--- config.mk ---
export PLATFORM = sky130hd
export DESIGN_NAME = config_frame_loader_flat
export DESIGN_NICKNAME = d
export VERILOG_FILES = /design/src/rtl/config_frame_loader_if.sv /design/src/rtl/config_frame_loader.sv /design/src/flat_wrapper.sv
export SDC_FILE = /design/constraint.sdc
export NUM_CORES = 1
export LEC_CHECK = 0
export ABC_AREA = 0
export BUFFER_PORTS_ARGS = -buffer_cell sky130_fd_sc_hd__buf_2
export CAP_MARGIN = 20
export CORE_ASPECT_RATIO = 1.1
export CORE_MARGIN = 2
export CORE_UTILIZATION = 30
export DETAILED_ROUTE_END_ITERATION = 12
export MAX_ROUTING_LAYER = met4
export SETUP_SLACK_MARGIN = 0.5
export SYNTH_ARGS = -nofsm -noshare
export SYNTH_HDL_FRONTEND = slang
export SYNTH_SLANG_ARGS = --single-unit
--- constraint.sdc ---
create_clock -name CLK -period 2.6 [get_ports CLK]
set_input_delay 0.39 -clock CLK [delete_from_list [all_inputs] [get_ports CLK]]
set_output_delay 0.39 -clock CLK [all_outputs]
set_load 0.05 [all_outputs]
--- src/rtl/config_frame_loader_if.sv ---
// Bus bundle between the bitstream source and the configuration-frame loader:
// write-word stream in, assembled frame / column strobes and status out.
interface config_frame_loader_if #(
    parameter int unsigned NumberOfRows = 4,
    parameter int unsigned NumberOfCols = 8
);
    logic [31:0]                 WriteData;
    logic                        WriteStrobe;
    logic [32*NumberOfRows-1:0]  FrameData;
    logic [4:0]                  FrameIndex;
    logic [NumberOfCols-1:0]     ColStrobe;
    logic                        Active;
    logic                        Configured;
    logic                        AddrError;

    modport master (
        output WriteData, WriteStrobe,
        input  FrameData, FrameIndex, ColStrobe, Active, Configured, AddrError
    );

    modport slave (
        input  WriteData, WriteStrobe,
        output FrameData, FrameIndex, ColStrobe, Active, Configured, AddrError
    );
endinterface

--- src/rtl/config_frame_loader.sv ---
// Configuration-write engine: turns a sync/address/data word stream into
// assembled frames plus a one-cycle one-hot column write strobe.
module config_frame_loader #(
    parameter int unsigned NumberOfRows    = 4,
    parameter int unsigned FrameBitsPerRow = 32,
    parameter int unsigned NumberOfCols    = 8,
    parameter int unsigned MaxFramesPerCol = 20,
    parameter logic [31:0] SyncWord        = 32'hFAB0_FAB1,
    parameter logic [31:0] DesyncWord      = 32'hFAB0_FAB0
) (
    input logic                 CLK,
    input logic                 resetn,
    config_frame_loader_if.slave bus
);

    localparam int unsigned     RowW    = (NumberOfRows > 1) ? $clog2(NumberOfRows) : 1;
    localparam logic [RowW-1:0] LastRow = RowW'(NumberOfRows - 1);

    localparam logic [1:0] IDLE = 2'd0;
    localparam logic [1:0] ADDR = 2'd1;
    localparam logic [1:0] DATA = 2'd2;

    logic [1:0]                              state;
    logic [7:0]                              col;
    logic [4:0]                              frm;
    logic [RowW-1:0]                         row;
    logic                                    discard;
    logic [FrameBitsPerRow*NumberOfRows-1:0] frame_data;
    logic [4:0]                              frame_index;
    logic [NumberOfCols-1:0]                 col_strobe;
    logic                                    active;
    logic                                    configured;
    logic                                    addr_error;

    logic                                    addr_bad;
    logic [NumberOfCols-1:0]                 col_onehot;

    always_comb begin
        addr_bad = ({24'd0, bus.WriteData[31:24]} >= NumberOfCols) ||
                   ({27'd0, bus.WriteData[4:0]} >= MaxFramesPerCol);
        col_onehot = '0;
        for (int unsigned c = 0; c < NumberOfCols; c++) begin
            col_onehot[c] = ({24'd0, col} == c);
        end
    end

    always_ff @(posedge CLK or negedge resetn) begin
        if (!resetn) begin
            state       <= IDLE;
            col         <= '0;
            frm         <= '0;
            row         <= '0;
            discard     <= 1'b0;
            frame_data  <= '0;
            frame_index <= '0;
            col_strobe  <= '0;
            active      <= 1'b0;
            configured  <= 1'b0;
            addr_error  <= 1'b0;
        end else begin
            col_strobe <= '0;
            if (bus.WriteStrobe) begin
                case (state)
                    IDLE: begin
                        if (bus.WriteData == SyncWord) begin
                            state      <= ADDR;
                            active     <= 1'b1;
                            configured <= 1'b0;
                            addr_error <= 1'b0;
                        end
                    end
                    ADDR: begin
                        if (bus.WriteData == DesyncWord) begin
                            state      <= IDLE;
                            active     <= 1'b0;
                            configured <= 1'b1;
                        end else if (bus.WriteData != SyncWord) begin
                            col     <= bus.WriteData[31:24];
                            frm     <= bus.WriteData[4:0];
                            row     <= '0;
                            discard <= addr_bad;
                            if (addr_bad) begin
                                addr_error <= 1'b1;
                            end
                            state <= DATA;
                        end
                    end
                    DATA: begin
                        frame_data[row*FrameBitsPerRow +: FrameBitsPerRow] <= bus.WriteData;
                        row <= row + 1'b1;
                        // Strobe registers on the same edge that captures the last row,
                        // so FrameData is complete in the strobe cycle.
                        if (row == LastRow) begin
                            state <= ADDR;
                            if (!discard) begin
                                col_strobe  <= col_onehot;
                                frame_index <= frm;
                            end
                        end
                    end
                    default: state <= IDLE;
                endcase
            end
        end
    end

    assign bus.FrameData  = frame_data;
    assign bus.FrameIndex = frame_index;
    assign bus.ColStrobe  = col_strobe;
    assign bus.Active     = active;
    assign bus.Configured = configured;
    assign bus.AddrError  = addr_error;

endmodule

--- src/flat_wrapper.sv ---
// flat-port wrapper written by rule: the top's interface ports become plain ports
module config_frame_loader_flat 
#(
    parameter int unsigned NumberOfRows    = 4,
    parameter int unsigned FrameBitsPerRow = 32,
    parameter int unsigned NumberOfCols    = 8,
    parameter int unsigned MaxFramesPerCol = 20,
    parameter logic [31:0] SyncWord        = 32'hFAB0_FAB1,
    parameter logic [31:0] DesyncWord      = 32'hFAB0_FAB0
)
  (CLK, resetn, bus_WriteData, bus_WriteStrobe, bus_FrameData, bus_FrameIndex, bus_ColStrobe, bus_Active, bus_Configured, bus_AddrError);
  config_frame_loader_if #(.NumberOfRows(NumberOfRows), .NumberOfCols(NumberOfCols)) bus_i ();
  input logic CLK;
  input logic resetn;
  input wire logic [$bits(bus_i.WriteData)-1:0] bus_WriteData;
  input wire logic [$bits(bus_i.WriteStrobe)-1:0] bus_WriteStrobe;
  output wire logic [$bits(bus_i.FrameData)-1:0] bus_FrameData;
  output wire logic [$bits(bus_i.FrameIndex)-1:0] bus_FrameIndex;
  output wire logic [$bits(bus_i.ColStrobe)-1:0] bus_ColStrobe;
  output wire logic [$bits(bus_i.Active)-1:0] bus_Active;
  output wire logic [$bits(bus_i.Configured)-1:0] bus_Configured;
  output wire logic [$bits(bus_i.AddrError)-1:0] bus_AddrError;
  assign bus_i.WriteData = bus_WriteData;
  assign bus_i.WriteStrobe = bus_WriteStrobe;
  assign bus_FrameData = bus_i.FrameData;
  assign bus_FrameIndex = bus_i.FrameIndex;
  assign bus_ColStrobe = bus_i.ColStrobe;
  assign bus_Active = bus_i.Active;
  assign bus_Configured = bus_i.Configured;
  assign bus_AddrError = bus_i.AddrError;
  config_frame_loader #(.NumberOfRows(NumberOfRows), .FrameBitsPerRow(FrameBitsPerRow), .NumberOfCols(NumberOfCols), .MaxFramesPerCol(MaxFramesPerCol), .SyncWord(SyncWord), .DesyncWord(DesyncWord)) u_core (.CLK(CLK), .resetn(resetn), .bus(bus_i));
endmodule
Word-level counts from Yosys, hierarchy flattened
Index checks and enable logic that the tools add are counted.
Widths: inputs -> output; s select.

cells by class
  multiplexer cells = 23
  eq/ne operators = 20
  magnitude comparators = 2
  bitwise logic cells = 2
  reduce and logical (&&, ||, !) cells = 12
  add/sub/neg operators = 2
  shift-type cells = 2

operators by type and width
  cell                       count
  $bwmux 128                 1
  $shift 32x34->128 const A  1
  $shiftx 32x34->128         1
  $eq 32x32->1 const B       2
  $neg 7->34                 1
  $eq 8x3->1 const B         4
  $mux 8                     4
  $ne 32x32->1 const B       1
  $reduce_and 4->1           5
  $eq 8x2->1 const B         2
  $mux 2                     6
  $ne 2x1->1 const B         5
  $eq 8x1->1 const B         1
  $ge 8x4->1 const B         1
  $logic_not 8->1            1
  $mux 1                     7
  $pmux 1 s2                 3
  $pmux 2 s3                 1
  $reduce_and 6->1           1
  $ge 5x5->1 const B         1
  $eq 2x2->1 const B         2
  $pmux 2 s2                 1
  $reduce_bool 2->1          2
  $ne 3x1->1 const B         1
  other kinds (7)            8

word-level totals
  word-level logic and storage cells = 74
  register bits = 162
  bits of input ports = 35

Depth between registers and ports, before layout
  depth in word-level cells = 6
  depth in mapped cells = 6
  mapped depth without buffers = 5

Worst setup path before layout
No wires, ideal clock.

  kind = input -> register
  start point = input port bus_WriteData[24]
  end point = register u_core.col[5]
  stages on the path = 5
  arrival = 1.889 ns
  path slack = 0.586 ns
  library setup time = 0.125 ns
  path through = or4b_4 -> nor4_4 -> a21oi_4 -> buf_6 -> mux2_4

between the ends
  cells in the longest elaborated chain, start to end = 3

ends and longest elaborated chain
  element                              RTL line                   source
  start: declaration                   flat_wrapper.sv:15         input wire logic [$bits(bus_i.WriteData)-1:0] bus_WriteData;
  $eq 32x32->1                         config_frame_loader.sv:73  if (bus.WriteData == DesyncWord) begin
  $not 1->1 (no source line)           n/a
  $reduce_and 4->1 (no source line) *  n/a
  end signal: assignment               config_frame_loader.sv:78  col <= bus.WriteData[31:24];
  end: declaration                     config_frame_loader.sv:24  logic [7:0] col;

Mark *: on every way between the ends. The rest lies on a longest branch, timed or not.
A chain may end at the register's enable or synchronous reset.

Worst setup path after layout
  start point = register u_core.row[0]
  end point = register u_core.frame_data[122], in the netlist u_core.bus.FrameData[122]

between the ends
  cells in the longest elaborated chain, start to end = 3

ends and longest elaborated chain
  element                                                  RTL line                   source
  start: declaration                                       config_frame_loader.sv:26  logic [RowW-1:0] row;
  start signal: assignment                                 config_frame_loader.sv:90  row <= row + 1'b1;
  $neg 7->34 *                                             config_frame_loader.sv:89  frame_data[row*FrameBitsPerRow +: FrameBitsPerRow] <= bus.WriteData;
  $shiftx 32x34->128 or $shift 32x34->128 (tied branches)  config_frame_loader.sv:89
  $bwmux 128 *                                             config_frame_loader.sv:89
  end signal: indexed assignment                           config_frame_loader.sv:89
  end: declaration                                         config_frame_loader.sv:28  logic [FrameBitsPerRow*NumberOfRows-1:0] frame_data;

Marked as above.

==> impl_metrics.json <==
{
  "outcome": "complete, no violations",
  "rsz0062_at_grt": "no",
  "reg2reg_depth": 6,
  "num_vias": 5368,
  "cap_viol_max_count": 0,
  "endpoint_kind": "register",
  "fin_nets": 905,
  "antenna_found_initial": 0,
  "num_rows": 56,
  "wire_per_inst_microns": 16.92,
  "drt_wl_total_microns": 19740,
  "worstPathArrival_ns": 2.27,
  "hold_depth": 3,
  "p_leak_nw": 4.226,
  "yosys_warnings": 0,
  "track_usage_pct": 17.80,
  "die_x_microns": 145.3,
  "drc": 0,
  "grt_max_degree": 65,
  "drtIter0Drc": 285,
  "synthCells": 683,
  "post_cts_buffers": 0,
  "dieHeight_microns": 159.4,
  "worstPathMaxFanout": 28,
  "globalRouteOverflowTotal": 0,
  "core_sq_um": 21440,
  "slew_viol_final": 0,
  "cts_buffers": 17,
  "hold_class": "input pin to register",
  "syn_area_sq_um": 6588,
  "powerDensity_nw_per_um2": 1082,
  "synth_nets": 724,
  "worstSkewPairLatency_ns": 0.42,
  "fillCellCount": 2192,
  "dieArea_sq_um": 23160,
  "finalHoldViolations": 0,
  "clk_pin_slew_ns": 0.07,
  "area_delta_synth_final_pct": 30.12,
  "synth-seq-cells": 162,
  "place_hpwl_microns": 13700,
  "setup_viol": 0,
  "cts_tree": "done",
  "antenna_cells": 0,
  "cp.required_ns": 2.94,
  "cts_num_sinks": 162,
  "io_pins": 179,
  "initial_core_util_pct": 30.72,
  "ir_worst_vdd_v": 0.0005341,
  "finalCritPeriodShare_pct": 74.21,
  "relSlewSlack_pct": 54.51,
  "timing.setup.tns_ns": 0,
  "syn_avg_cell_area_sq_um": 9.645,
  "worstMarginPinSlew_ns": 0.6808,
  "synthDistinctLibCells": 34,
  "fin_crit_ns": 1.930,
  "viasPerCell": 4.600,
  "port_buffers": 178,
  "worstSetupPathType": "register to register",
  "critPathLaunchType": "register",
  "seq_area_frac_synth_pct": 61.54,
  "skew_ns": 0.01066,
  "gp_congestion": 0.7994,
  "drtPass1Iterations": 5,
  "antenna_left": 0,
  "cts_max_path_buffers": 2,
  "clock.fmax_mhz": 518.3,
  "clock-root-buffer": "clkbuf_16",
  "grt_pass1_wl_microns": 31120,
  "p_total_mw": 9.275,
  "layout-drive-gt1-share_pct": 30.22,
  "ctsHtreeMaxLevel": 4,
  "grt_pass1_vias": 5166
}
-- flip-flops by register name, indices dropped and copies added, names as in the netlist --
name	flops
u_core.bus.Active	1
u_core.bus.AddrError	1
u_core.bus.ColStrobe	8
u_core.bus.Configured	1
u_core.bus.FrameData	128
u_core.bus.FrameIndex	5
u_core.col	8
u_core.discard	1
u_core.frm	5
u_core.row	2
u_core.state	2
-- cell type report --
class | instances | area, sq um | area share (%)
Clock inverter | 11 | 125.1 | 1.460
Clock buffer | 21 | 480.5 | 5.605
Sequential cell | 162 | 4055 | 47.31
Inverter | 4 | 15.01 | 0.1752
Multi-Input combinational cell | 476 | 2392 | 27.91
Tap cell | 290 | 362.8 | 4.233
Timing Repair Buffer | 203 | 1141 | 13.31
-- layout by cell type, fill, tap and decap left out, types with 3 or more instances in the layout --
cell type | netlist | routed
a21oi_1 | 3 | 3
a41oi_1 | 3 | 3
buf_12 | 0 | 4
buf_2 | 0 | 177
buf_4 | 0 | 19
clkbuf_16 | 0 | 17
clkbuf_8 | 0 | 4
clkinv_2 | 0 | 3
dfrtp_1 | 162 | 161
ha_1 | 6 | 6
inv_1 | 4 | 4
inv_6 | 0 | 3
mux2_2 | 13 | 13
mux2_4 | 6 | 6
nand2_1 | 265 | 261
nand2_2 | 0 | 3
nand2b_1 | 5 | 5
nand3b_1 | 3 | 3
nand4b_1 | 3 | 3
nor2_1 | 11 | 11
nor3_1 | 4 | 3
nor3b_2 | 0 | 3
nor4bb_1 | 3 | 3
o21ai_0 | 130 | 130
-- path summary, 6_finish.rpt --
path | slack, ns | endpoint | startpoint
setup / recovery | 0.67 | u_core.bus.FrameData[122] | u_core.row[0]
hold / removal | 0.24 | u_core.bus.FrameData[103] | bus_WriteData[7]
setup reg to reg | 0.67 | u_core.bus.FrameData[122] | u_core.row[0]
hold reg to reg | 0.47 | u_core.bus.FrameData[86] | u_core.bus.FrameData[86]
max in group asynchronous | 1.30 | u_core.bus.FrameData[52] | resetn
min in group asynchronous | 0.53 | u_core.bus.FrameData[120] | resetn
-- per-stage QoR --
| stage | worst slack, ns | util [%] | cell area [sq um] | hold WS, ns | instances |
|---|---|---|---|---|---|
| floorplan | 0.5862 | - | 6588 | 0.09441 | 683 |
| global placement | 0.3318 | 37.00 | 7934 | 0.4325 | 1134 |
| detailed placement | 0.3072 | 37.00 | 7934 | 0.4305 | 1134 |
| CTS | 0.5227 | 39.93 | 8562 | 0.2174 | 1167 |
| global route | 0.5011 | 39.98 | 8572 | 0.2422 | 1167 |
| finish | 0.6705 | 39.98 | 8572 | 0.2438 | 1167 |
-- layer usage --
| layer | track usage, % | vias up | share of wire [%] |
|---|---|---|---|
| met5 | - | - | 0 |
| met4 | 3.832 | 0 | 1.1 |
| met3 | 4.556 | 13 | 5.6 |
| met2 | 27.47 | 155 | 46 |
| met1 | 23.78 | 2580 | 47 |
| li1 | - | 2620 | - |
-- power by group --
| part | internal, mW | total, mW | switching [mW] |
|---|---|---|---|
| clock network | 1.52 | 2.58 | 1.06 |
| logic | 0.815 | 3.34 | 2.52 |
| registers | 3.04 | 3.36 | 0.321 |
-- cell families (layout without fill, tap and decap cells) --
family                     Yosys count  after routing  synth area share, %
buffers and inverters               45            239                2.678
muxes                               19             19                3.590
adders and majority gates            6              6                1.140
and+or+nand+nor                    309            309                19.68
DFF                                162            162                61.54
AOI/OAI and AO/OA                  142            142                11.38
-- timing repair --
item,in CTS,in global routing
resized for setup,3,3
hold buffers,1,0
cloned,0,0
endpoints found under the setup margin,28,85
endpoints found under the hold margin,45,0
-- critical path, stage by stage (launching register included) --
cell	delay [ns]
dfrtp_2	0.47
inv_1	0.22
ha_1	0.33
nor3_2	0.33
buf_12	0.25
nand2_1	0.10
o21ai_0	0.14
-- synthesized netlist by cell type --
cell type,count,area (sq um)
nand4_1,1,6.260
mux2_2,13,146.4
nand3b_1,3,22.52
nand4b_1,3,26.28
nor3_1,4,20.02
buf_6,1,11.26
ha_1,6,75.07
inv_1,4,15.01
a41oi_1,3,26.28
clkbuf_1,40,150.1
nand2_1,265,994.7
o22a_1,1,8.760
a221o_1,1,10.01
nor4bb_1,3,30.03
nor2_1,11,41.29
or4_1,2,15.01
nand2b_1,5,31.28
mux2_4,6,90.09
and4_1,1,8.760
o21ai_0,130,650.6
dfrtp_1,162,4054
nor3b_1,3,22.52
nor2b_1,1,6.260
nor4_4,1,21.27
a31oi_1,1,6.260
a21o_1,1,7.510
a21oi_4,1,16.27
a21oi_1,3,15.01
and4b_1,1,10.01
nor4_1,2,12.51
o41ai_1,1,8.760
and3b_1,1,8.760
or4b_4,1,13.76
nand3_1,1,5.000
No activity file was read; power rests on OpenSTA's default activity.
